==> src/rtl/kamikaze_compress_encoder.sv <==
// kamikaze_compress_encoder
// Replaces RV32I instructions with their exact RVC equivalent where one exists and packs the
// resulting 16/32-bit stream into aligned 32-bit words, lower halfword first.
// Optional feature macro: KAMIKAZE_CENC_STATS_EN (adds stat_c_o / stat_w_o counters).
// Ports:
//   clk_i, rst_i            clock, synchronous active-high reset
//   in_valid_i/in_ready_o   input handshake, in_instr_i carries one RV32I instruction
//   flush_i                 level; emits a pending halfword padded with c.nop
//   out_valid_o/out_ready_i output handshake, out_word_o[15:0] is the earlier halfword
//   err_o                   1-cycle pulse after a rejected (non-32-bit) input
//   stat_c_o/stat_w_o       saturating compressed / 32-bit instruction counts (macro only)
module kamikaze_compress_encoder #(
  parameter int unsigned CNT_W    = 16,
  parameter int unsigned COMPRESS = 1
) (
  input  logic             clk_i,
  input  logic             rst_i,
  input  logic             in_valid_i,
  output logic             in_ready_o,
  input  logic [31:0]      in_instr_i,
  input  logic             flush_i,
  output logic             out_valid_o,
  input  logic             out_ready_i,
  output logic [31:0]      out_word_o,
`ifdef KAMIKAZE_CENC_STATS_EN
  output logic [CNT_W-1:0] stat_c_o,
  output logic [CNT_W-1:0] stat_w_o,
`endif
  output logic             err_o
);

  logic [31:0] w;
  logic [6:0]  op;
  logic [4:0]  rd, rs1, rs2;
  logic [2:0]  f3;
  logic [6:0]  f7;
  logic [11:0] imm_i, imm_s;
  logic [20:1] imm_j;
  logic [12:1] imm_b;
  logic        rd_p, rs1_p, rs2_p, i6_ok;
  logic        c_ok;
  logic [15:0] c16;

  assign w     = in_instr_i;
  assign op    = w[6:0];
  assign rd    = w[11:7];
  assign f3    = w[14:12];
  assign rs1   = w[19:15];
  assign rs2   = w[24:20];
  assign f7    = w[31:25];
  assign imm_i = w[31:20];
  assign imm_s = {w[31:25], w[11:7]};
  assign imm_j = {w[31], w[19:12], w[20], w[30:21]};
  assign imm_b = {w[31], w[7], w[30:25], w[11:8]};
  // Compressed register fields only reach x8..x15.
  assign rd_p  = (rd[4:3] == 2'b01);
  assign rs1_p = (rs1[4:3] == 2'b01);
  assign rs2_p = (rs2[4:3] == 2'b01);
  assign i6_ok = (imm_i[11:5] == {7{imm_i[5]}});

  // Compression matcher; the if/else order is the rule priority.
  always_comb begin
    c_ok = 1'b0;
    c16  = 16'h0000;
    unique case (op)
      7'h13: begin
        if (f3 == 3'b000) begin
          if (w == 32'h0000_0013) begin
            c_ok = 1'b1;
            c16  = 16'h0001;
          end else if (rs1 == 5'd0 && rd != 5'd0 && i6_ok) begin
            c_ok = 1'b1;
            c16  = {3'b010, imm_i[5], rd, imm_i[4:0], 2'b01};
          end else if (rs1 == rd && rd != 5'd0 && imm_i != 12'd0 && i6_ok) begin
            c_ok = 1'b1;
            c16  = {3'b000, imm_i[5], rd, imm_i[4:0], 2'b01};
          end
        end else if (f3 == 3'b111) begin
          if (rs1 == rd && rd_p && i6_ok) begin
            c_ok = 1'b1;
            c16  = {3'b100, imm_i[5], 2'b10, rd[2:0], imm_i[4:0], 2'b01};
          end
        end else if (f3 == 3'b001) begin
          if (f7 == 7'h00 && rs1 == rd && rd != 5'd0 && rs2 != 5'd0) begin
            c_ok = 1'b1;
            c16  = {4'b0000, rd, rs2, 2'b10};
          end
        end else if (f3 == 3'b101) begin
          if ((f7 == 7'h00 || f7 == 7'h20) && rs1 == rd && rd_p && rs2 != 5'd0) begin
            c_ok = 1'b1;
            c16  = {5'b10000, f7[5], rd[2:0], rs2, 2'b01};
          end
        end
      end
      7'h33: begin
        if (f7 == 7'h00 && f3 == 3'b000 && rd != 5'd0 && rs2 != 5'd0 && rs1 == 5'd0) begin
          c_ok = 1'b1;
          c16  = {4'b1000, rd, rs2, 2'b10};
        end else if (f7 == 7'h00 && f3 == 3'b000 && rd != 5'd0 && rs2 != 5'd0 && rs1 == rd) begin
          c_ok = 1'b1;
          c16  = {4'b1001, rd, rs2, 2'b10};
        end else if (rs1 == rd && rd_p && rs2_p) begin
          if (f7 == 7'h20 && f3 == 3'b000) begin
            c_ok = 1'b1;
            c16  = {6'b100011, rd[2:0], 2'b00, rs2[2:0], 2'b01};
          end else if (f7 == 7'h00 && (f3 == 3'b100 || f3 == 3'b110 || f3 == 3'b111)) begin
            c_ok = 1'b1;
            // xor/or/and map to sub-op 01/10/11 via funct3 low bits (100->01, 110->10, 111->11).
            c16  = {6'b100011, rd[2:0], (f3[1] ? {1'b1, f3[0]} : 2'b01), rs2[2:0], 2'b01};
          end
        end
      end
      7'h67: begin
        if (f3 == 3'b000 && imm_i == 12'd0 && rd[4:1] == 4'd0 && rs1 != 5'd0) begin
          c_ok = 1'b1;
          c16  = {3'b100, rd[0], rs1, 5'b00000, 2'b10};
        end
      end
      7'h6f: begin
        if (rd[4:1] == 4'd0 && imm_j[20:11] == {10{imm_j[11]}}) begin
          c_ok = 1'b1;
          c16  = {~rd[0], 2'b01, imm_j[11], imm_j[4], imm_j[9:8], imm_j[10], imm_j[6], imm_j[7],
                  imm_j[3:1], imm_j[5], 2'b01};
        end
      end
      7'h63: begin
        if (f3[2:1] == 2'b00 && rs2 == 5'd0 && rs1_p && imm_b[12:8] == {5{imm_b[8]}}) begin
          c_ok = 1'b1;
          c16  = {2'b11, f3[0], imm_b[8], imm_b[4:3], rs1[2:0], imm_b[7:6], imm_b[2:1],
                  imm_b[5], 2'b01};
        end
      end
      7'h03: begin
        if (f3 == 3'b010 && imm_i[1:0] == 2'b00) begin
          if (rs1 == 5'd2 && rd != 5'd0 && imm_i[11:8] == 4'd0) begin
            c_ok = 1'b1;
            c16  = {3'b010, imm_i[5], rd, imm_i[4:2], imm_i[7:6], 2'b10};
          end else if (rs1_p && rd_p && imm_i[11:7] == 5'd0) begin
            c_ok = 1'b1;
            c16  = {3'b010, imm_i[5:3], rs1[2:0], imm_i[2], imm_i[6], rd[2:0], 2'b00};
          end
        end
      end
      7'h23: begin
        if (f3 == 3'b010 && imm_s[1:0] == 2'b00) begin
          if (rs1 == 5'd2 && imm_s[11:8] == 4'd0) begin
            c_ok = 1'b1;
            c16  = {3'b110, imm_s[5:2], imm_s[7:6], rs2, 2'b10};
          end else if (rs1_p && rs2_p && imm_s[11:7] == 5'd0) begin
            c_ok = 1'b1;
            c16  = {3'b110, imm_s[5:3], rs1[2:0], imm_s[2], imm_s[6], rs2[2:0], 2'b00};
          end
        end
      end
      default: ;
    endcase
  end

  logic        out_valid_q, out_valid_d;
  logic [31:0] out_word_q, out_word_d;
  logic        hold_vld_q, hold_vld_d;
  logic [15:0] hold_q, hold_d;
  logic        err_q, err_d;
  logic        accept, bad_in, use_c;

  assign in_ready_o = ~out_valid_q | out_ready_i;
  assign accept     = in_valid_i & in_ready_o;
  assign bad_in     = (w[1:0] != 2'b11);
  assign use_c      = (COMPRESS != 0) && c_ok;

  always_comb begin
    out_valid_d = out_valid_q & ~out_ready_i;
    out_word_d  = out_word_q;
    hold_vld_d  = hold_vld_q;
    hold_d      = hold_q;
    err_d       = 1'b0;
    if (accept) begin
      if (bad_in) begin
        err_d = 1'b1;
      end else if (use_c) begin
        if (!hold_vld_q) begin
          hold_d     = c16;
          hold_vld_d = 1'b1;
        end else begin
          out_valid_d = 1'b1;
          out_word_d  = {c16, hold_q};
          hold_vld_d  = 1'b0;
        end
      end else if (!hold_vld_q) begin
        out_valid_d = 1'b1;
        out_word_d  = w;
      end else begin
        // Straddling word: low half goes out now, high half becomes the new pending half.
        out_valid_d = 1'b1;
        out_word_d  = {w[15:0], hold_q};
        hold_d      = w[31:16];
      end
    end else if (flush_i && !in_valid_i && hold_vld_q && in_ready_o) begin
      out_valid_d = 1'b1;
      out_word_d  = {16'h0001, hold_q};
      hold_vld_d  = 1'b0;
    end
  end

  always_ff @(posedge clk_i) begin
    if (rst_i) begin
      out_valid_q <= 1'b0;
      out_word_q  <= 32'h0;
      hold_vld_q  <= 1'b0;
      hold_q      <= 16'h0;
      err_q       <= 1'b0;
    end else begin
      out_valid_q <= out_valid_d;
      out_word_q  <= out_word_d;
      hold_vld_q  <= hold_vld_d;
      hold_q      <= hold_d;
      err_q       <= err_d;
    end
  end

  assign out_valid_o = out_valid_q;
  assign out_word_o  = out_word_q;
  assign err_o       = err_q;

`ifdef KAMIKAZE_CENC_STATS_EN
  logic [CNT_W-1:0] stat_c_q, stat_c_d, stat_w_q, stat_w_d;

  always_comb begin
    stat_c_d = stat_c_q;
    stat_w_d = stat_w_q;
    if (accept && !bad_in) begin
      if (use_c) begin
        if (stat_c_q != {CNT_W{1'b1}}) stat_c_d = stat_c_q + 1'b1;
      end else begin
        if (stat_w_q != {CNT_W{1'b1}}) stat_w_d = stat_w_q + 1'b1;
      end
    end
  end

  always_ff @(posedge clk_i) begin
    if (rst_i) begin
      stat_c_q <= '0;
      stat_w_q <= '0;
    end else begin
      stat_c_q <= stat_c_d;
      stat_w_q <= stat_w_d;
    end
  end

  assign stat_c_o = stat_c_q;
  assign stat_w_o = stat_w_q;
`else
  logic [CNT_W-1:0] unused_cnt_w;
  assign unused_cnt_w = '0;
`endif

endmodule
==> config.mk <==
export PLATFORM = sky130hd
export DESIGN_NAME = kamikaze_compress_encoder
export DESIGN_NICKNAME = d
export VERILOG_FILES = /design/src/rtl/kamikaze_compress_encoder.sv
export SDC_FILE = /design/constraint.sdc
export NUM_CORES = 1
export LEC_CHECK = 0
export ABC_AREA = 1
export BUFFER_PORTS_ARGS = -buffer_cell sky130_fd_sc_hd__buf_2
export CAP_MARGIN = 20
export CORE_AREA = 2 2 94 96
export CTS_CLUSTER_DIAMETER = 40
export DETAILED_ROUTE_END_ITERATION = 12
export DIE_AREA = 0 0 96 98
export HOLD_SLACK_MARGIN = 0.12
export PLACE_DENSITY_LB_ADDON = 0.1
export SLEW_MARGIN = 5
export SYNTH_ARGS = -nofsm -noshare
export SYNTH_HDL_FRONTEND = slang
export SYNTH_SLANG_ARGS = --single-unit
==> constraint.sdc <==
create_clock -name clk_i -period 3.26 [get_ports clk_i]
set_clock_uncertainty 0.2 [all_clocks]
set_input_delay 0.326 -clock clk_i [delete_from_list [all_inputs] [get_ports clk_i]]
set_output_delay 0.326 -clock clk_i [all_outputs]
set_load 0.005 [all_outputs]
==> metrics.txt, run 1 <==
slowest cell on the critical path=o21ai_0; Worst IR Drop VDD=0.000211 V; Synth top cells by count=nand2_1 (201), nor2_1 (91), a21oi_1 (67); Seq cells post-synth=51; Placer Congestion=1.11; dominant cells by area after synthesis=dfxtp_1 (21%), nand2_1 (16%), nor2_1 (7.1%); total grt overflow=0; leak pwr=2.67 nW; Setup Viol. Count Final=0; top-count cell post-synth=nand2_1; Initial Util=57.0%; nets=902; clk slew on worst S/H paths=0.10 ns; initial antenna violation count=0; syn nets=833; post-synth top area share=21.2%; Worst Max-Slew Pin Slew=0.730 ns; Final Critical Period=2.96 ns; RSZ-0062 raised after global routing=no; io pins=72; Die ar.=0.00941 mm²; Synth Warn #=0; via count=5,957; period utilization=90.8%; CTS Buf Count=5; critical path launch point type=input port; Post-synth EDFFs=0; relative slew slack=51.0%; IO Port Bufs=71; Syn Inst Count=794; H-Tree Depth=2; Max-Cap Viols=0; TritonRoute pass-1 iters=6; Arrival @ worst endpoint=2.94 ns; DRT antenna net count=0; Clock Sinks=51; Hold Worst Slack=0.145 ns; dominant cell type by area after synthesis=dfxtp_1; WL per Instance=19.7 µm; slowest stage delay, CP=0.39 ns; Worst-Skew Late Latency=0.30 ns; GRT Total Usage=41.0%; CP max FO=16; Final Hold Viols=0; first-pass GRT wire length=29,500 µm; cells along the critical path=buf_2 -> inv_1 -> ha_1 -> inv_1 -> nand4_1 -> nor2_1 -> nand3_1 -> nand2_1 -> inv_2 -> nand2_4 -> nor2_8 -> nand2_8 -> inv_6 -> nand2_4 -> inv_2 -> o21ai_0 -> a21oi_1; DRC=0; CTS tree=done; Netlist cell types=45; # resized after CTS=0; area grow syn2layout=11.6%; CP Capture Type=flip-flop; wirelength, routed=19,100 µm; Hold Path Class=input port to flip-flop; achievable frequency=338 MHz; asr flop ratio synth=0%; pwr dens=270 mW/mm²; clk buf depth=2; hold buffer count at CTS=0; kind of critical path=input port to flip-flop; Core ar.=0.00847 mm²; final slew viol count=0; largest net degree at the start of global routing=35; Root Buffer=clkbuf_8; die height=98 µm; status=complete, no violations; CP bufs+invs=6; Mapped Area=0.00482 mm²; Main synth FF type=dfxtp_1; vias in the first global route=5,681; Cell Rows=34; width of the die=96 µm; drt initial violations=817; share of layout cells above drive strength 1=22.7%; Avg Cell Area, Syn=6.07 µm²; Worst EP required=3.24 ns; Via density=6.13; CP top delay family=simple AND/OR/NAND/NOR gates; Post-DP HPWL=15,100 µm; post-CTS setup buffers=0; # diodes=0; setup TNS=0 ns; sequential share of the synthesized area=21.2%
## through the flow
stage / power (mW) / util, % / cells / setup slack, ns / cell area (µm²)
finish: 1.45 / 63.6 / 972 / 0.300 / 5380
floorplan: 0.875 / - / 794 / 0.635 / 4820
detailed placement: 1.01 / 62.3 / 964 / 0.0997 / 5270
global route: 1.50 / 63.6 / 972 / 0.106 / 5380
global placement: 1.00 / 62.3 / 964 / 0.0667 / 5270
CTS: 1.44 / 63.6 / 972 / 0.411 / 5380
## routing by layer
layer | track usage (%) | wire length [µm]
met5 | 0 | 0
met2 | 62.0 | 8330
met3 | 9.10 | 2040
met4 | 29.8 | 1660
met1 | 50.2 | 7070
## logic make-up after synthesis
logic type	count (synthesis)	share of synthesized area [%]
DFF	51	21.2
buffers and inverters	116	10.9
xor gates and xnor gates	3	0.545
AOI/OAI and AO/OA	150	16.6
and+or+nand+nor	472	50.3
adders and majority gates	2	0.519
## power by group
part / total, mW / switching, mW / internal (mW)
clock network: 0.450 / 0.221 / 0.229
logic: 0.351 / 0.251 / 0.0997
registers: 0.653 / 0.00994 / 0.644
## cell usage in the layout (no fill, tap or decap), types with 5 or more instances in the layout
master / count
nand3_2: 5
buf_4: 18
nor2_4: 11
buf_2: 71
clkbuf_8: 5
nand2_4: 8
nor3_1: 18
a21oi_1: 67
inv_2: 21
nand2_1: 201
dfxtp_1: 51
inv_1: 63
o21ai_1: 8
nand2_2: 20
nand4_1: 27
nand2_8: 5
nand3_1: 60
nor2_1: 91
o21ai_0: 58
nor2_2: 10
## flip-flops by register name, indices dropped and copies added (netlist names)
name         cells
err_o            1
hold_q          16
hold_vld_q       1
out_valid_o      1
out_word_o      32
## layout make-up
| cell class | count | area, µm² |
|---|---|---|
| inverters | 89 | 347 |
| multi-input cells | 627 | 3280 |
| flip-flops and latches | 51 | 1020 |
| clock inverters | 3 | 43.8 |
| repair buffers | 89 | 490 |
| clock buffers | 5 | 68.8 |
| well taps | 108 | 135 |
| fillers | 838 | 3080 |
## worst paths after layout
| kind | to | slack [ns] | start | cells after the start |
|---|---|---|---|---|
| max reg2reg | out_word_o[1] | 1.15 | out_valid_o | 9 |
| min reg2reg | out_word_o[23] | 0.27 | out_word_o[23] | 2 |
| max | out_word_o[1] | 0.30 | in_instr_i[28] | 17 |
| min | out_word_o[12] | 0.15 | in_instr_i[12] | 3 |
## worst min-delay path, cell delays in order
cell	delay, ns
buf_2	0.15
nand2_1	0.08
a21oi_1	0.05
Power figures use the tool's default switching activity.
==> run 2: changes to the inputs <==
Settings changed: ABC_AREA 1 to unset, CORE_AREA 2 2 94 96 to 2 2 87 89, CTS_CLUSTER_DIAMETER 40 to 150, DIE_AREA 0 0 96 98 to 0 0 89 91, SKIP_LAST_GASP set to 1.
==> run 2 against run 1 <==
  * Fmax fell by 8.1%
  * Cell count decreased by 23%
  * Sequential power shrank 0.9%
  * Register-to-register slack lost 0.28 ns
  * Non-clock buffer count increased by 87
  * Critical path depth down 6
  * Final area is 3.5% lower
  * Hold slack improved by 0.0081 ns
  * Clock power increased by 6.9%
==> metrics.txt, run 2 <==
Cell Rows=31; relative slew slack=51.6%; Die ar.=0.00810 mm²; final non-filler cell total=748; post-synth top area share=25.8%; achievable frequency=311 MHz; # diodes=0; Worst IR Drop VDD=0.000181 V; Netlist cell types=83; Final Critical Period=3.22 ns; kind of critical path=input port to flip-flop; Synth top cells by count=nor2_1 (88), dfxtp_1 (51), nand2_1 (29); Syn Inst Count=505; die height=91 µm; clk buf depth=2; dominant cell type by area after synthesis=dfxtp_1; Avg Cell Area, Syn=7.83 µm²; fin area=0.00520 mm²; Max-Cap Viols=0; Clock Sinks=51; Root Buffer=clkbuf_8; via count=5,126; Hold Crit Start=in_valid_i; Placer Congestion=1.06; Critical path origin=in_instr_i[8]; Placement Setup Slack=-0.215 ns; cells along the critical path=buf_2 -> buf_4 -> nor4_1 -> nand2_1 -> o41ai_1 -> a31oi_1 -> o2111a_4 -> a2111oi_0 -> buf_4 -> o21bai_1 -> a21oi_1; WL per Instance=23.3 µm; Worst-Skew Late Latency=0.31 ns; first-pass GRT wire length=26,400 µm; slowest cell on the critical path=nor4_1; sequential share of the synthesized area=25.8%; leak pwr=2.22 nW; mux contribution to synthesized area=4.52%; vias in the first global route=4,807; wirelength, routed=17,400 µm; share of layout cells above drive strength 1=33.7%; placed cell count=738; Worst EP required=3.25 ns; Main synth FF type=dfxtp_1; area grow syn2layout=31.3%; TritonRoute pass-1 iters=8; pwr dens=275 mW/mm²; CP max FO=6; largest family of logic cells by synthesized area=simple AND/OR/NAND/NOR gates; DRC=0; commonest non-fill, non-tap cells in the layout=buf_4 (101), nor2_1 (88), buf_2 (71); adder-cell area share of the yosys netlist=0.633%; RSZ-0062 raised after global routing=no; Final Hold Viols=0; Post-DP HPWL=13,500 µm; CP bufs+invs=3; Setup Viol. Count Final=0; H-Tree Depth=2; fin worst setup slack=0.0396 ns; top-count cell post-synth=nor2_1; Arrival @ worst endpoint=3.21 ns; commonest non-fill, non-tap cell in the layout=buf_4; initial antenna violation count=0; period utilization=98.8%; Initial Util=55.4%; io pins=72; Via density=6.85; Final Power=1.43 mW; Synth Warn #=0; Post-synth EDFFs=0; CP top delay family=compound AO/OA/AOI/OAI gates; Mapped Area=0.00396 mm²; GRT Total Usage=43.0%; CTS Buf Count=5; dominant cells by area after synthesis=dfxtp_1 (26%), nor2_1 (8.3%), nor4_1 (4.3%); Critical Path Most Common Cell=buf_4; post-synthesis compound-gate area fraction=24.2%; total grt overflow=0; Critical R2R Launch=out_valid_o; nets=687; largest net degree at the start of global routing=38; drt initial violations=795; area share of and/or/nand/nor cells after synthesis=38.0%; Core ar.=0.00714 mm²; slowest stage delay, CP=0.55 ns; asr flop ratio synth=0%; Hold Path Class=input port to flip-flop; DRT antenna net count=0; IO Port Bufs=71; Area after DPL=0.00505 mm²; max reg flops=32; CTS tree=done; status=complete, no violations; CP Capture Type=flip-flop; Synth Area in XOR/XNOR=1.11%; width of the die=89 µm; Worst Max-Slew Pin Slew=0.726 ns; Seq cells post-synth=51; syn nets=544; final slew viol count=0; clk slew on worst S/H paths=0.10 ns; setup TNS=0 ns; critical path launch point type=input port
[run 2: what timing repair did]
item                                    4_1_cts  5_1_grt
hold buffers                                  2        0
resized for setup                             0        3
buffers inserted                              0        0
endpoints found under the setup margin        0        5
endpoints found under the hold margin         1        0
[run 2: logic make-up after synthesis]
family,after synthesis
adder cells (fa/ha/maj),2
AO/OA/AOI/OAI,123
multiplexers,16
buffers and inverters,50
XOR/XNOR,5
flip-flops,51
AND/OR/NAND/NOR,258
[run 2: metal layers]
| layer | part of all wire [%] | wire (µm) | global-route usage (%) | up-vias |
|---|---|---|---|---|
| met3 | 12 | 2180 | 11.5 | 120 |
| met5 | 0 | 0 | 0 | - |
| met1 | 37 | 6440 | 54.6 | 2352 |
| li1 | - | - | - | 2211 |
| met2 | 44 | 7580 | 66.3 | 443 |
| met4 | 7.0 | 1220 | 21.3 | 0 |
[run 2: path summary, 6_finish.rpt]
path | endpoint | cells past startpoint | slack [ns]
max | hold_q[11] | 11 | 0.04
min | hold_vld_q | 3 | 0.15
max reg2reg | out_word_o[12] | 6 | 0.87
min reg2reg | out_word_o[17] | 1 | 0.28
[run 2: tightest hold or removal path: cells and delay by family]
kind	cells	cell delay [ns]
compound gates	1	0.13
buf+inv	1	0.13
simple gates	1	0.05
[run 2: final cells by class]
cell class                 instances  area, µm²
multi-input combinational        404       2720
fill                             573       1940
timing repair buffer             176       1170
sequential                        51       1020
tap                               99        124
clock buffer                       6       82.6
clock inverter                     2       38.8
inverter                          10       37.5
[run 2: power breakdown]
part           switching [mW]  total, mW  internal (mW)  leakage [nW]
Sequential            0.00821      0.647          0.639         0.414
Clock                   0.228      0.481          0.253        0.0618
Combinational           0.189      0.303          0.113          1.75
Total                   0.425       1.43           1.01          2.22
[run 2: metrics by stage]
| step | utilization (%) | hold WS, ns |
|---|---|---|
| 4_1_cts | 72.7 | 0.143 |
| 2_1_floorplan | - | 0.225 |
| 6_report | 72.8 | 0.154 |
| 3_3_place_gp | 70.7 | 0.244 |
| 3_5_place_dp | 70.7 | 0.251 |
| 5_1_grt | 72.8 | 0.170 |
==> run 3: changes to the inputs <==
Settings changed: CORE_AREA 2 2 87 89 to 2 2 116 118, DIE_AREA 0 0 89 91 to 0 0 118 120.
==> run 3 against run 2 <==
  * Cell count rose by 12%
  * Die area is 75% higher
  * Register-to-register slack gained 0.17 ns
  * Count of clock-buffer cells in the layout fell by 1
  * Via count shrank 7.4%
  * Global-route usage is 17 points lower
==> metrics.txt, run 3 (synthesis results as in run 2) <==
final slew viol count=0; Arrival @ worst endpoint=3.17 ns; nets=697; fin area=0.00543 mm²; Worst IR Drop VDD=0.000193 V; CP Capture Type=flip-flop; Setup Viol. Count Final=0; hold buffer count at CTS=0; Placer Congestion=0.966; leak pwr=2.30 nW; width of the die=118 µm; post-CTS setup buffers=0; Core ar.=0.0130 mm²; die height=120 µm; Area after DPL=0.00527 mm²; period utilization=97.3%; Hold Path Class=input port to flip-flop; first-pass GRT wire length=28,300 µm; clk buf depth=2; pwr dens=278 mW/mm²; Clock Sinks=51; Cell Rows=42; critical path launch point type=input port; Worst Max-Slew Pin Slew=0.672 ns; IO Port Bufs=71; total grt overflow=0; RSZ-0062 raised after global routing=no; Final Hold Viols=0; relative slew slack=55.2%; Final Critical Period=3.17 ns; DRC=0; GRT Total Usage=26.0%; vias in the first global route=4,831; CTS tree=done; Worst-Skew Late Latency=0.30 ns; max reg flops=32; status=complete, no violations; Via density=5.69; clk slew on worst S/H paths=0.08 ns; # resized after CTS=0; # diodes=0; setup TNS=0 ns; commonest non-fill, non-tap cell in the layout=buf_4; initial antenna violation count=0; WL per Instance=21.7 µm; CTS Buf Count=5; area grow syn2layout=37.3%; via count=4,748; CP max FO=7; Die ar.=0.0142 mm²; io pins=72; TritonRoute pass-1 iters=8; commonest non-fill, non-tap cells in the layout=buf_4 (110), nor2_1 (88), buf_2 (71); H-Tree Depth=2; Root Buffer=clkbuf_16; final non-filler cell total=835; largest net degree at the start of global routing=31; Worst EP required=3.25 ns; Max-Cap Viols=0; drt initial violations=458; share of layout cells above drive strength 1=35.2%; kind of critical path=input port to flip-flop; Initial Util=30.5%; placed cell count=827; wirelength, routed=18,100 µm; achievable frequency=315 MHz; DRT antenna net count=0; Hold Worst Slack=0.147 ns; Post-DP HPWL=14,800 µm
## run 3: cell count changes in the layout (fill, tap and decap cells not counted), sizes merged
cell / before / now
clkinv: 0 / 2
dlygate4sd3: 2 / 0
buf: 174 / 186
bufinv: 1 / 0
clkbuf: 6 / 5
## run 3: report_power, final
part / internal (mW) / leakage [nW] / switching [mW] / total, mW
Clock: 0.293 / 0.0759 / 0.255 / 0.548
Combinational: 0.128 / 1.81 / 0.189 / 0.317
Sequential: 0.638 / 0.414 / 0.00728 / 0.646
Total: 1.06 / 2.30 / 0.451 / 1.51
## run 3: layout make-up
class	count	area [µm²]
Fill cell	1384	7550
Multi-Input combinational cell	404	2720
Timing Repair Buffer	186	1280
Sequential cell	51	1020
Tap cell	176	220
Clock buffer	5	125
Inverter	10	37.5
Clock inverter	3	28.8
## run 3: per-stage QoR
stage	util, %	setup WS, ns	power (mW)
2_1_floorplan	-	0.0818	0.795
3_5_place_dp	40.6	-0.109	0.972
3_3_place_gp	40.6	-0.156	0.974
5_1_grt	41.8	0.0106	1.57
4_1_cts	41.8	0.202	1.52
6_report	41.8	0.0871	1.51
## run 3: path summary, 6_finish.rpt
check | start | endpoint | slack [ns] | cells after the start
hold reg to reg | out_word_o[31] | out_word_o[31] | 0.27 | 1
setup / recovery | in_instr_i[8] | out_word_o[27] | 0.09 | 12
setup reg to reg | out_valid_o | out_word_o[14] | 1.04 | 6
hold / removal | rst_i | hold_q[10] | 0.15 | 2
## run 3: metal layers
metal	GRT usage (%)	share of wire, %	routed length (µm)	up-vias
met2	43.1	46	8400	205
li1	-	-	-	2234
met4	12.8	4.9	879	0
met1	33.3	44	7930	2261
met3	3.37	4.9	893	48
met5	0	0	0	-
## run 3: critical path: stages
cell	delay, ns
buf_2	0.15
buf_4	0.19
nor4_1	0.56
buf_4	0.22
nand4_1	0.10
nor3_2	0.44
nor4b_4	0.13
o2111a_4	0.23
a2111oi_0	0.38
buf_4	0.20
nor2_1	0.04
a22o_1	0.19
